## src/rtl/mfp_vector_decoder.sv

```systemverilog
// mfp_vector_decoder: two-stage decoder of encoded vector commands into the pending vector read by the priority encoders
module mfp_vector_decoder #(
    parameter int W = 8,
    parameter int CNT_W = 8,
    localparam int N = 2**W
) (
    input  logic             clk,
    input  logic             rst,
    input  logic             cmd_valid,
    output logic             cmd_ready,
    input  logic [1:0]       cmd_op,
    input  logic [W-1:0]     cmd_idx,
    input  logic             hold,
    input  logic             ack_valid,
    input  logic [W-1:0]     ack_idx,
    output logic [N-1:0]     pending,
    output logic             any_pending,
    output logic [N-1:0]     strobe,
    output logic [CNT_W-1:0] ovf_cnt
);
    localparam logic [1:0] op_set = 2'b01;
    localparam logic [1:0] op_clr = 2'b10;
    localparam logic [1:0] op_clr_all = 2'b11;

    logic             s1_valid;
    logic [1:0]       s1_op;
    logic [N-1:0]     s1_onehot;
    logic             apply;
    logic [N-1:0]     ack_m, set_m, clr_m;

    function automatic logic [N-1:0] onehot(input logic [W-1:0] i);
        onehot = '0;
        onehot[i] = 1'b1;
    endfunction

    assign cmd_ready = ~s1_valid | ~hold;
    assign any_pending = |pending;

    // masks for the edge: stage-2 command (set/clear) and the consumer acknowledge
    always_comb begin
        apply = s1_valid & ~hold;
        ack_m = ack_valid ? onehot(ack_idx) : '0;
        set_m = (apply && s1_op == op_set) ? s1_onehot : '0;
        clr_m = (apply && s1_op == op_clr_all) ? '1 : (apply && s1_op == op_clr) ? s1_onehot : '0;
    end

    // stage 1: capture and decode an accepted command, drop it once applied
    always_ff @(posedge clk or posedge rst) begin
        if (rst) begin
            s1_valid <= 1'b0;
            s1_op <= 2'b00;
            s1_onehot <= '0;
        end else if (cmd_valid && cmd_ready) begin
            s1_valid <= 1'b1;
            s1_op <= cmd_op;
            s1_onehot <= onehot(cmd_idx);
        end else if (apply) begin
            s1_valid <= 1'b0;
        end
    end

    // stage 2: clears (command and ack) first, then set, so a set beats a same-edge ack
    always_ff @(posedge clk or posedge rst) begin
        if (rst) begin
            pending <= '0;
            strobe <= '0;
            ovf_cnt <= '0;
        end else begin
            pending <= (pending & ~clr_m & ~ack_m) | set_m;
            strobe <= set_m & ~pending;
            if (|(set_m & pending) && ovf_cnt != '1)
                ovf_cnt <= ovf_cnt + {{(CNT_W-1){1'b0}}, 1'b1};
        end
    end
endmodule
```

## config.mk

```make
export PLATFORM = sky130hd
export DESIGN_NAME = mfp_vector_decoder
export DESIGN_NICKNAME = d
export VERILOG_FILES = /design/src/rtl/mfp_vector_decoder.sv
export SDC_FILE = /design/constraint.sdc
export NUM_CORES = 2
export LEC_CHECK = 0
export ABC_AREA = 1
export CAP_MARGIN = 10
export CORE_ASPECT_RATIO = 0.8
export CORE_MARGIN = 3
export CORE_UTILIZATION = 48
export CTS_CLUSTER_DIAMETER = 200
export DETAILED_ROUTE_END_ITERATION = 10
export PLACE_DENSITY = 0.79
export SYNTH_ARGS = -nofsm -noshare
export SYNTH_HDL_FRONTEND = slang
export SYNTH_SLANG_ARGS = --single-unit
export TNS_END_PERCENT = 10
```

## constraint.sdc

```tcl
create_clock -name clk -period 28.5 [get_ports clk]
set_clock_uncertainty 0.2 [all_clocks]
set_input_delay 5.7 -clock clk [delete_from_list [all_inputs] [get_ports clk]]
set_output_delay 5.7 -clock clk [all_outputs]
set_load 0.1 [all_outputs]
```

==> results.ini <==
[clock_network]
cts_tree = done
clk_path_buf_depth = 3
path_clk_slew_ns = 0.06
cts_buffers = 76
cts_resized = 0
cts.sinks = 779
postCtsSetupBuffers = 0
ctsHoldBuffers = 0
cts-root-buf = clkbuf_16
clk_latency_ns = 0.63
cts-htree-levels = 3

[drt]
dr.first_iter.drc_count = 5416
viasPerCell = 6.45
wl_per_cell_um = 27.5
wl_um = 138000
firstDrtPassIters = 8
drtAntennaViolNets = 0
vias = 32200
drcViolationCount = 0

[pwr]
p_per_area_mw_per_mm2 = 64.2
power_mw = 2.68
peakVddDrop_mv = 0.0465
leakage_nw = 18.0

[floorplan]
pin_count = 545
die_h_um = 241
start_util_pct = 48.8
rows = 85
dieArea_mm2 = 0.0721
dieWidth_um = 300
core_mm2 = 0.0677

[setup_path]
end_kind = primary output
cp.arrival_ns = 7.40
ff2ff_path_depth = 15
rr_endpoint = ovf_cnt[4]
crit_fanout = 3
path_cells = clkdlybuf4s50_1, nand2_1, clkdlybuf4s50_1
cp_slowest_cell = clkdlybuf4s50_1
critPathMaxStageDelay_ns = 1.15
worstReg2RegStart = s1_op[0]
cp_num_buf_inv = 2
cpMostUsedCell = clkdlybuf4s50_1
critPathLaunchType = primary input
crit_family = buffers and inverters
criticalPathCategory = in2out
crit_required_ns = 22.60
rrSetupSlack_ns = 23.70

[sta]
setup_violations = 0
layout_setup_ws_ns = 15.20
drv_slew = 0
hold_viol = 0
tns_ns = 0
worst_slew_pin_slew_ns = 1.38
period_needed_ns = 13.30
whs_ns = 0.292
min_period_over_period_pct = 46.7
grt_setup_unrepaired = false
slew_headroom_pct = 7.91
fmax_ghz = 0.0752

[min_path]
hp-start = pending[104]
whs_endpoint = strobe[104]
hp-class = reg2reg
hold_depth = 1

[final_layout]
nets = 4044
fillers = 5568
syn_to_final_growth_pct = 26.0
layout-drive-gt1-share_pct = 4.69

[global_route]
grt_pass1_wl_um = 200000
grt_pass1_vias = 30400
grt.overflow.total = 0
grt_start_max_net_pins = 200
grt_usage_pct = 37.3
antenna_found_initial = 12

[place]
hpwl_um = 89500
numPortBuffers = 544
place_congestion = 0.947
preCtsSetupSlack_ns = 15.20

[logic_synthesis]
syn_nets = 3605
synth_warnings = 0
syn_area_per_cell_um2 = 9.24
syn_area_mm2 = 0.0331
yosysMostFrequentCell = dfrtp_1
async_reset_ff_share_pct = 100
yosys.area.top_type = dfrtp_1
synthCells = 3581
synth_edf_count = 0
yosys_most_used_dff = dfrtp_1
synth.area.top_cells = dfrtp_1 (59%), o21ai_0 (6.1%), o22ai_1 (6.0%)
synthDistinctLibCells = 30
synth_top_area_share_pct = 58.9
yosysSeqAreaShare_pct = 58.9
yosys-top-cells-count = dfrtp_1 (779), o21ai_0 (406), inv_1 (376)
ys_ff_latch = 779

[outcome]
status = finished clean

[job]
maxCapViolations = 0

-- worst reg2reg max path: stages, from the launching register on --
cell and delay (ns):
dfrtp_4 0.94, nand2_2 0.16, nor2_4 0.53, buf_4 0.64, buf_4 0.71, nand2_1 0.25
o21ai_0 0.38, nor2_1 0.09, nand2_1 0.07, nor2_1 0.04, nand2_1 0.05, nor2_1 0.07
nand2_1 0.25, o21ai_4 0.15, nand2_1 0.10, nand2_1 0.05
-- routing by layer --
metal	part of all wire [%]	up-vias	global-route usage (%)
met2	42	2756	53.7
li1	-	13400	-
met1	35	15500	48.6
met5	0.051	-	0
met3	15	579	14.0
met4	6.6	12	21.3
-- state kept, by name, indices dropped and copies added, names as in the netlist --
register,flops
s1_onehot,256
strobe,256
s1_valid,1
s1_op,2
pending,256
ovf_cnt,8
-- report_power, final --
group          switching (mW)  internal [mW]  leakage [nW]  total (mW)
registers              0.0520           1.13          10.8        1.19
logic                   0.361         0.0855          5.89       0.446
clock network           0.449          0.596          1.24        1.05
total                   0.862           1.82          18.0        2.68
-- layout by cell type (no fill, tap or decap), drive strengths merged, types with 7 or more instances in the layout --
cell,n
nor3,193
o32ai,9
dfrtp,779
a21oi,134
o211ai,117
nand3,238
buf,40
o22ai,318
nor4,68
clkinv,18
inv,381
nor2,260
o21ai,444
clkdlybuf4s50,544
nand2,367
bufinv,7
clkbuf,99
nand4,36
-- logic make-up (layout without fill, tap and decap cells) --
logic type | Yosys count | in the layout | synth area share, %
other | 0 | 6 | 0
flip-flops | 779 | 779 | 58.9
buffers and inverters | 602 | 1095 | 7.22
AND/OR/NAND/NOR | 1163 | 1163 | 15.7
AO/OA/AOI/OAI | 1030 | 1030 | 17.9
adder cells (fa/ha/maj) | 1 | 1 | 0.0378
XOR/XNOR | 6 | 6 | 0.159
-- worst max-delay path by stage --
stage                 end  slack (ns)  cells past startpoint  from
5_1_grt         cmd_ready       15.17                      3  hold
3_5_place_dp    cmd_ready       15.20                      3  hold
6_report        cmd_ready       15.20                      3  hold
2_1_floorplan  ovf_cnt[0]        0.73                      1   rst
4_1_cts         cmd_ready       15.20                      3  hold
3_3_place_gp    cmd_ready       15.23                      3  hold
-- area by class of cell --
| cell class | count | area, µm² | share of cell area (%) |
|---|---|---|---|
| flip-flops and latches | 779 | 19500 | 46.8 |
| multi-input cells | 2200 | 11200 | 26.9 |
| repair buffers | 584 | 5800 | 13.9 |
| clock buffers | 99 | 2140 | 5.13 |
| inverters | 379 | 1450 | 3.47 |
| well taps | 913 | 1140 | 2.74 |
| clock inverters | 33 | 418 | 1.00 |
| diodes | 6 | 15.0 | 0.0360 |
-- through the flow --
stage,util (%),area (µm²),cells
global route,61.5,41700,4992
finish,61.5,41700,4993
detailed placement,57.7,39100,4855
global placement,57.7,39100,4855
floorplan,-,33100,3581
CTS,61.5,41700,4987
No activity file was read; power rests on OpenSTA's default activity.
